`src/rtl/rs232_word_rx_if.sv`:
```
// rs232_word_rx_if: serial line input and word/status outputs of the RS-232 word receiver
`timescale 1ns/1ps
interface rs232_word_rx_if #(parameter int NBYTES = 2);
    logic                  r_di;
    logic [8*NBYTES-1:0]   r_q;
    logic                  r_dv_o;
    logic                  r_err_o;
    logic [1:0]            r_err_code_o;
    logic                  r_busy_o;
    modport master (output r_di, input r_q, r_dv_o, r_err_o, r_err_code_o, r_busy_o);
    modport slave  (input r_di, output r_q, r_dv_o, r_err_o, r_err_code_o, r_busy_o);
endinterface

```
`src/rtl/rs232_word_rx.sv`:
```
// rs232_word_rx: UART receiver assembling NBYTES bytes into one word, with parity, framing and inter-byte timeout checks
`timescale 1ns/1ps
module rs232_word_rx #(
    parameter int NBYTES       = 2,
    parameter int CLK_DIV      = 100,
    parameter int PARITY       = 0,
    parameter int TIMEOUT_BITS = 20
) (
    input  logic          clk_ref,
    input  logic          rst_n,
    rs232_word_rx_if.slave rx
);
    localparam int W     = 8 * NBYTES;
    localparam int TW    = $clog2(CLK_DIV);
    localparam int LIMIT = TIMEOUT_BITS * CLK_DIV;
    localparam int OW    = $clog2(LIMIT + 1);
    localparam logic [1:0] LAST  = 2'(NBYTES - 1);
    localparam logic [1:0] E_FRM = 2'b01;
    localparam logic [1:0] E_PAR = 2'b10;
    localparam logic [1:0] E_TMO = 2'b11;

    typedef enum logic [2:0] {IDLE, START, DATA, PAR, STOP, GAP} state_t;

    state_t         state_q, state_d;
    logic           sync1_q, sync1_d, sync2_q, sync2_d, prev_q, prev_d;
    logic [1:0]     vld_q, vld_d;
    logic [TW-1:0]  tmr_q, tmr_d;
    logic [OW-1:0]  tmo_q, tmo_d;
    logic [2:0]     bit_cnt_q, bit_cnt_d;
    logic [7:0]     shreg_q, shreg_d;
    logic           perr_q, perr_d;
    logic [1:0]     byte_cnt_q, byte_cnt_d;
    logic [W-1:0]   word_q, word_d, q_q, q_d;
    logic           dv_q, dv_d, err_q, err_d, busy_q, busy_d;
    logic [1:0]     code_q, code_d;
    logic           fall, tick_half, tick_bit, abort;
    logic [1:0]     abort_code;

    // vld holds off edge detection until the synchroniser carries real line samples, so a line low at reset release is not a start edge
    assign fall      = prev_q & ~sync2_q;
    assign tick_half = tmr_q == TW'(CLK_DIV / 2 - 1);
    assign tick_bit  = tmr_q == TW'(CLK_DIV - 1);

    assign rx.r_q          = q_q;
    assign rx.r_dv_o       = dv_q;
    assign rx.r_err_o      = err_q;
    assign rx.r_err_code_o = code_q;
    assign rx.r_busy_o     = busy_q;

    // next-state logic: synchroniser, bit timing, byte/word assembly and error handling
    always_comb begin
        sync1_d    = rx.r_di;
        sync2_d    = sync1_q;
        vld_d      = {vld_q[0], 1'b1};
        prev_d     = vld_q[1] & sync2_q;
        state_d    = state_q;
        tmr_d      = tmr_q + 1'b1;
        tmo_d      = (tmo_q == OW'(LIMIT)) ? tmo_q : tmo_q + 1'b1;
        bit_cnt_d  = bit_cnt_q;
        shreg_d    = shreg_q;
        perr_d     = perr_q;
        byte_cnt_d = byte_cnt_q;
        word_d     = word_q;
        q_d        = q_q;
        dv_d       = 1'b0;
        err_d      = 1'b0;
        code_d     = code_q;
        abort      = 1'b0;
        abort_code = code_q;
        case (state_q)
            IDLE: begin
                tmr_d = '0;
                if (fall) state_d = START;
            end
            START: if (tick_half) begin
                tmr_d = '0;
                if (sync2_q) state_d = (byte_cnt_q == 2'd0) ? IDLE : GAP;
                else begin
                    state_d   = DATA;
                    bit_cnt_d = '0;
                    perr_d    = 1'b0;
                end
            end
            DATA: if (tick_bit) begin
                tmr_d     = '0;
                shreg_d   = {sync2_q, shreg_q[7:1]};
                bit_cnt_d = bit_cnt_q + 1'b1;
                if (bit_cnt_q == 3'd7) state_d = (PARITY != 0) ? PAR : STOP;
            end
            PAR: if (tick_bit) begin
                tmr_d   = '0;
                perr_d  = (^shreg_q ^ sync2_q) != (PARITY == 2);
                state_d = STOP;
            end
            STOP: if (tick_bit) begin
                tmr_d = '0;
                tmo_d = '0;
                if (!sync2_q) begin
                    abort      = 1'b1;
                    abort_code = E_FRM;
                end else if (perr_q) begin
                    abort      = 1'b1;
                    abort_code = E_PAR;
                end else begin
                    word_d[byte_cnt_q*8 +: 8] = shreg_q;
                    if (byte_cnt_q == LAST) begin
                        q_d        = word_d;
                        dv_d       = 1'b1;
                        byte_cnt_d = '0;
                        state_d    = IDLE;
                    end else begin
                        byte_cnt_d = byte_cnt_q + 1'b1;
                        state_d    = GAP;
                    end
                end
            end
            GAP: begin
                tmr_d = '0;
                if (fall) state_d = START;
                else if (tmo_q >= OW'(LIMIT - 1)) begin
                    abort      = 1'b1;
                    abort_code = E_TMO;
                end
            end
            default: state_d = IDLE;
        endcase
        if (abort) begin
            err_d      = 1'b1;
            code_d     = abort_code;
            byte_cnt_d = '0;
            state_d    = IDLE;
        end
        busy_d = state_d != IDLE;
    end

    // state and output registers, cleared asynchronously by rst_n
    always_ff @(posedge clk_ref or negedge rst_n) begin
        if (!rst_n) begin
            state_q    <= IDLE;
            sync1_q    <= 1'b1;
            sync2_q    <= 1'b1;
            prev_q     <= 1'b0;
            vld_q      <= '0;
            tmr_q      <= '0;
            tmo_q      <= '0;
            bit_cnt_q  <= '0;
            shreg_q    <= '0;
            perr_q     <= 1'b0;
            byte_cnt_q <= '0;
            word_q     <= '0;
            q_q        <= '0;
            dv_q       <= 1'b0;
            err_q      <= 1'b0;
            code_q     <= '0;
            busy_q     <= 1'b0;
        end else begin
            state_q    <= state_d;
            sync1_q    <= sync1_d;
            sync2_q    <= sync2_d;
            prev_q     <= prev_d;
            vld_q      <= vld_d;
            tmr_q      <= tmr_d;
            tmo_q      <= tmo_d;
            bit_cnt_q  <= bit_cnt_d;
            shreg_q    <= shreg_d;
            perr_q     <= perr_d;
            byte_cnt_q <= byte_cnt_d;
            word_q     <= word_d;
            q_q        <= q_d;
            dv_q       <= dv_d;
            err_q      <= err_d;
            code_q     <= code_d;
            busy_q     <= busy_d;
        end
    end
endmodule

```
`src/flat_wrapper.sv`:
```
// flat-port wrapper written by rule: the top's interface ports become plain ports
module rs232_word_rx_flat 
#(
    parameter int NBYTES       = 2,
    parameter int CLK_DIV      = 100,
    parameter int PARITY       = 0,
    parameter int TIMEOUT_BITS = 20
)
  (clk_ref, rst_n, rx_r_di, rx_r_q, rx_r_dv_o, rx_r_err_o, rx_r_err_code_o, rx_r_busy_o);
  rs232_word_rx_if #(.NBYTES(NBYTES)) rx_i ();
  input  logic clk_ref;
  input  logic rst_n;
  input wire logic [$bits(rx_i.r_di)-1:0] rx_r_di;
  output wire logic [$bits(rx_i.r_q)-1:0] rx_r_q;
  output wire logic [$bits(rx_i.r_dv_o)-1:0] rx_r_dv_o;
  output wire logic [$bits(rx_i.r_err_o)-1:0] rx_r_err_o;
  output wire logic [$bits(rx_i.r_err_code_o)-1:0] rx_r_err_code_o;
  output wire logic [$bits(rx_i.r_busy_o)-1:0] rx_r_busy_o;
  assign rx_i.r_di = rx_r_di;
  assign rx_r_q = rx_i.r_q;
  assign rx_r_dv_o = rx_i.r_dv_o;
  assign rx_r_err_o = rx_i.r_err_o;
  assign rx_r_err_code_o = rx_i.r_err_code_o;
  assign rx_r_busy_o = rx_i.r_busy_o;
  rs232_word_rx #(.NBYTES(NBYTES), .CLK_DIV(CLK_DIV), .PARITY(PARITY), .TIMEOUT_BITS(TIMEOUT_BITS)) u_core (.clk_ref(clk_ref), .rst_n(rst_n), .rx(rx_i));
endmodule
```
`config.mk`:
```
export PLATFORM = sky130hd
export DESIGN_NAME = rs232_word_rx_flat
export DESIGN_NICKNAME = d
export VERILOG_FILES = /design/src/rtl/rs232_word_rx_if.sv /design/src/rtl/rs232_word_rx.sv /design/src/flat_wrapper.sv
export SDC_FILE = /design/constraint.sdc
export NUM_CORES = 1
export LEC_CHECK = 0
export ABC_AREA = 1
export BUFFER_PORTS_ARGS = -buffer_cell sky130_fd_sc_hd__buf_2
export CAP_MARGIN = 20
export CELL_PAD_IN_SITES_DETAIL_PLACEMENT = 0
export CELL_PAD_IN_SITES_GLOBAL_PLACEMENT = 1
export CORE_MARGIN = 10
export CORE_UTILIZATION = 49
export DETAILED_ROUTE_END_ITERATION = 12
export PLACE_DENSITY = 0.89
export REMOVE_ABC_BUFFERS = 1
export SLEW_MARGIN = 20
export SYNTH_ARGS = -nofsm -noshare
export SYNTH_HDL_FRONTEND = slang
export SYNTH_SLANG_ARGS = --single-unit
```
`constraint.sdc`:
```
create_clock -name clk_ref -period 3.68 [get_ports clk_ref]
set_input_delay 0.368 -clock clk_ref [delete_from_list [all_inputs] [get_ports clk_ref]]
set_output_delay 0.368 -clock clk_ref [all_outputs]
set_load 0.02 [all_outputs]
```
# Word level (Yosys, flattened, before mapping)
# Index checks and enable logic that the tools add are counted.
[totals]
ff_bits = 77
inputBits = 3
output_inout_bits = 21
wordCells = 120
[classes]
n_addsub = 5
order_cmp = 1
n_eq_ne = 19
shift = 2
n_mux = 52
bitwise = 5
n_reduce_logical = 19
[ops]
columns = ["op", "n"]
rows = [
  ["3-bit 2-to-1 mux", 15],
  ["5-bit negation with 34-bit output", 1],
  ["8-bit by 34-bit variable shift with 16-bit output, first input constant", 1],
  ["8-bit by 34-bit indexed part select with 16-bit output", 1],
  ["11-bit 2-to-1 mux", 3],
  ["2-bit 2-to-1 mux", 11],
  ["7-bit one-hot mux with 3 select lines", 1],
  ["16-bit bitwise mux", 1],
  ["4-bit AND reduction", 4],
  ["3-bit one-hot mux with 5 select lines", 1],
  ["1-bit 2-to-1 mux", 14],
  ["7-bit 2-to-1 mux", 2],
  ["2-bit nonzero test", 6],
  ["11-bit by 1-bit adder with 11-bit output, second input constant", 1],
  ["11-bit == test, second input constant", 1],
  ["11-bit greater-or-equal comparator, second input constant", 1],
  ["2-bit by 1-bit inequality test with 1-bit output, second input constant", 5],
  ["3-bit == test, second input constant", 3],
  ["8-bit XOR reduction", 1],
  ["7-bit by 1-bit adder with 7-bit output, second input constant", 1],
  ["7-bit by 6-bit == test with 1-bit output, second input constant", 1],
  ["7-bit == test, second input constant", 1],
  ["3-bit by 2-bit == test with 1-bit output, second input constant", 2],
  ["2-bit inequality test, second input constant", 3],
  ["other kinds (19)", 22],
]

# Logic depth before layout (Yosys ltp)
[depth]
depth_word = 8
depth_mapped = 11
mapped_depth_nobuf = 11

# Least setup slack after synthesis
# OpenSTA, ideal clock, no wires.
[synth_path]
kind = "register -> register"
start = "register u_core.byte_cnt_q[0]"
end = "register u_core.q_q[15] (netlist: u_core.rx.r_q[15])"
setup_ns = 0.128
t_arrival_ns = 1.463
required_ns = 3.552
slack_ns = 2.089
path_stages_with_launch = 8
n_path_buf = 1
synth_period_minus_slack_ns = 1.591
path_cell_list = "dfrtp_1 > inv_1 > ha_1 > buf_2 > nand4_1 > o22ai_1 > nor2_1 > a2bb2oi_1"
[synth_via]
elab_chain_len = 3
elab_cells_between_ends = 6
classes_between = "add/sub: 1; eq/ne: 1; shift: 2; mux: 1; reduce/logical: 1"
[synth_lines]
columns = ["element", "line", "rtl"]
rows = [
  ["start, declared", "rs232_word_rx.sv:32", "logic [1:0] byte_cnt_q, byte_cnt_d;"],
  ["start signal, assigned", "rs232_word_rx.sv:167", "byte_cnt_q <= byte_cnt_d;"],
  ["5-bit negation with 34-bit output", "rs232_word_rx.sv:105", "word_d[byte_cnt_q*8 +: 8] = shreg_q;"],
  ["8-bit by 34-bit indexed part select with 16-bit output or 8-bit by 34-bit variable shift with 16-bit output (tied branches)", "rs232_word_rx.sv:105", ""],
  ["16-bit bitwise mux", "rs232_word_rx.sv:105", ""],
  ["end signal, assigned", "rs232_word_rx.sv:169", "q_q <= q_d;"],
  ["end, declared", "rs232_word_rx.sv:33", "logic [W-1:0] word_q, word_d, q_q, q_d;"],
]
# Several ways; a longest one is shown, not always the timed one.
# A chain may end at the register's enable or synchronous reset.

# Worst setup path after layout
[layout_path]
start = "register u_core.tmr_q[0]"
end = "register u_core.q_q[15] (netlist: u_core.rx.r_q[15])"
[layout_via]
elab_chain_len = 2
[layout_lines]
columns = ["element", "line", "rtl"]
rows = [
  ["start, declared", "rs232_word_rx.sv:27", "logic [TW-1:0] tmr_q, tmr_d;"],
  ["start signal, assigned", "rs232_word_rx.sv:162", "tmr_q <= tmr_d;"],
  ["7-bit == test", "rs232_word_rx.sv:42", "assign tick_bit = tmr_q == TW'(CLK_DIV - 1);"],
  ["5-bit AND reduction (no source line)", "--", ""],
]
# Every way passes these cells.

==> flow_summary.ini <==
[synth]
synth.area.top_cells = dfrtp_1 (48%), nand2_1 (13%), inv_1 (6.1%)
synth_top_area_share_pct = 48.48
synth_seq_cells = 77
synth_top_family_by_area = simple AND/OR/NAND/NOR gates
syn_area_sq_mm = 0.003871
synthTopCellsByCount = nand2_1 (139), dfrtp_1 (75), inv_1 (63)
synth_compound_area_share_pct = 9.599
ys_types = 43
syn_inst = 476
dominantRegCellSynth = dfrtp_1
ys_warn_count = 0
yosysTopAreaCell = dfrtp_1
synthXorXnorAreaFrac_pct = 1.584
async_flop_share_pct = 100.0
synth_mux_area_share_pct = 0
syn_avg_cell_area_sq_um = 8.133
ys_seq_area_share_pct = 49.84
synthAdderAreaFrac_pct = 3.555
yosysMostFrequentCell = nand2_1
yosys.area_share.simple_pct = 27.25
synth_edf_count = 0

[timing]
fin_ws_ns = 1.156
finalSetupViolCount = 0
holdWs_ns = 0.1105
max_clock_freq_mhz = 396.2
max_slew_margin_pct = 38.17
fin_crit_sh_pct = 68.59
tightest_slew_ns = 0.9274
tns_ns = 0
hold_viol = 0
drv_slew = 0
finalClockSkew_ns = 0.009984
grt_setup_unrepaired = no
fin_crit_ns = 2.524

[floorplanning]
initial_utilization_pct = 50.36
die_h_um = 108.9
fp.dieArea_sq_mm = 0.01186
coreArea_sq_mm = 0.007687
io_pins = 24
die_w_um = 108.9
rows = 32

[placed_design]
gp_congestion = 0.7942
dp_cells = 592
io_buffers = 23
hpwl_mm = 5.401
pre_cts_ws_ns = 1.113
place_area_sq_mm = 0.004058

[cells_and_area]
n_antenna_cell = 0
syn2layout_area_growth_pct = 11.57
instances_no_fill = 608
nNetsFinal = 515
fin_util_pct = 56.18
nFillCells = 729
stdcell_area_sq_mm = 0.004319
drive_above_1_share_pct = 11.86

[clocking]
clkSinkCount = 77
holdBufCountCts = 0
insertion_delay_ns = 0.35
cts-root-buf = clkbuf_8
ctsResizeCount = 0
htree_levels = 3
clk_path_buf_depth = 2
cts_tree = done
clk_pin_slew_ns = 0.07
cts_setup_buffers = 0
cts_made_buffers = 9

[global_routing]
grt_util_met2_pct = 21.21
grt_pass1_wl_mm = 13.08
grt_max_degree = 78
grt-ovfl-total = 0
use_met1_pct = 17.66
antenna_found_initial = 0
grt_pass1_vias = 2889
busiest_layer = met2
grt_use_met3_pct = 3.658
grt_usage_pct = 13.42

[drt]
dr.pass1.iters = 4
vias_per_cell = 4.934
vias = 3000
wire_per_inst_um = 12.22
routed_wl_mm = 7.429
postRouteAntennaNets = 0
route.detailed.drc = 0
drtIter0Drc = 110

[pwr]
powerDensity_mw_per_mm2 = 461.5
power_mw = 1.993
intPower_mw = 1.481
power.net_switching_mw = 0.5118
pwr-share-clk_pct = 41.6
power_frac_comb_pct = 10.9
p_leak_nw = 2.235
pwr-share-seq_pct = 47.5
sw_frac_of_total_pct = 25.68
irDropWorstVdd_uv = 229.0

[setup_path]
path_cells = ha_1, inv_1, nor2_1, nand3b_1, nor2_2, nand2_1, inv_2, a2bb2oi_1
critPathSlowestCell = nand2_1
cp-end-kind = flip-flop
setup.worst_path.start_class = flip-flop
cp_slowest_stage_delay_ns = 0.58
worstPathRequired_ns = 3.95
path_class = reg2reg
arrival_ns = 2.80
crit_fanout = 24

[hold_path]
hp-class = in2reg

[run_status]
outcome = finished clean

[flow_run]
maxCapViolations = 0
cell type report:
class | count | area (sq um) | area share (%)
well taps | 102 | 127.6 | 2.955
flip-flops and latches | 77 | 1929 | 44.67
clock inverters | 7 | 137.6 | 3.187
inverters | 67 | 254.0 | 5.881
repair buffers | 23 | 117.6 | 2.723
multi-input cells | 323 | 1629 | 37.72
clock buffers | 9 | 123.9 | 2.868
path summary, 6_finish.rpt:
check | slack [ns] | to | start | cells after the start
setup / recovery | 1.16 | u_core.rx.r_q[15] | u_core.tmr_q[0] | 8
hold / removal | 0.11 | u_core.sync1_q | rx_r_di | 1
setup reg to reg | 1.16 | u_core.rx.r_q[15] | u_core.tmr_q[0] | 8
hold reg to reg | 0.36 | u_core.vld_q[1] | u_core.vld_q[0] | 0
max in group asynchronous | 2.92 | u_core.state_q[1] | rst_n | 1
min in group asynchronous | 0.16 | u_core.rx.r_q[4] | rst_n | 1
power by group through the flow:
stage | Combinational, mW | Clock [mW] | Sequential [mW]
2_1_floorplan | 0.157 | 0 | 0.955
3_3_place_gp | 0.212 | 0 | 0.961
3_5_place_dp | 0.216 | 0 | 0.965
4_1_cts | 0.220 | 0.839 | 0.947
5_1_grt | 0.250 | 0.879 | 0.953
6_report | 0.218 | 0.828 | 0.947
worst max-delay path, delay by kind of cell, from the launching register on:
family / cells / cell delay [ns]
and+or+nand+nor: 4 / 1.21
adders and majority gates: 1 / 0.26
DFF: 1 / 0.40
buffers and inverters: 2 / 0.38
AOI/OAI and AO/OA: 1 / 0.18
cell families (layout without fill, tap and decap cells):
family / after synthesis / count (layout)
AO/OA/AOI/OAI: 64 / 64
buffers and inverters: 76 / 106
XOR/XNOR: 7 / 7
adder cells (fa/ha/maj): 11 / 11
other: 1 / 1
flip-flops: 77 / 77
AND/OR/NAND/NOR: 240 / 240
routing by layer:
metal | up-vias | routed length, um
li1 | 1565 | -
met1 | 1380 | 3630
met2 | 45 | 3424
met3 | 10 | 297
met4 | 0 | 78
met5 | - | 0
state kept, by name, summed over array words and instances, names as in the netlist:
| signal | flops |
|---|---|
| u_core.perr_q | 1 |
| u_core.word_q | 16 |
| u_core.tmo_q | 11 |
| u_core.rx.r_dv_o | 1 |
| u_core.shreg_q | 8 |
| u_core.rx.r_busy_o | 1 |
| u_core.tmr_q | 7 |
| u_core.state_q | 3 |
| u_core.sync2_q | 1 |
| u_core.sync1_q | 1 |
| u_core.vld_q | 2 |
| u_core.rx.r_err_code_o | 2 |
| u_core.rx.r_q | 16 |
| u_core.rx.r_err_o | 1 |
| u_core.byte_cnt_q | 2 |
| u_core.prev_q | 1 |
| u_core.bit_cnt_q | 3 |
cell usage in the layout (no fill, tap or decap), drive strengths merged, types with 3 or more instances in the layout:
cell    count
a22oi       8
ha         11
nor3       11
nor2       44
nand3b      3
dfrtp      75
nand3      28
o22ai       8
o21ai      38
nand2     144
clkbuf      9
inv        67
buf        23
bufinv      4
nand4       5
xor2        6
a21oi       5
Note: power is estimated with default switching activity, not from simulation.
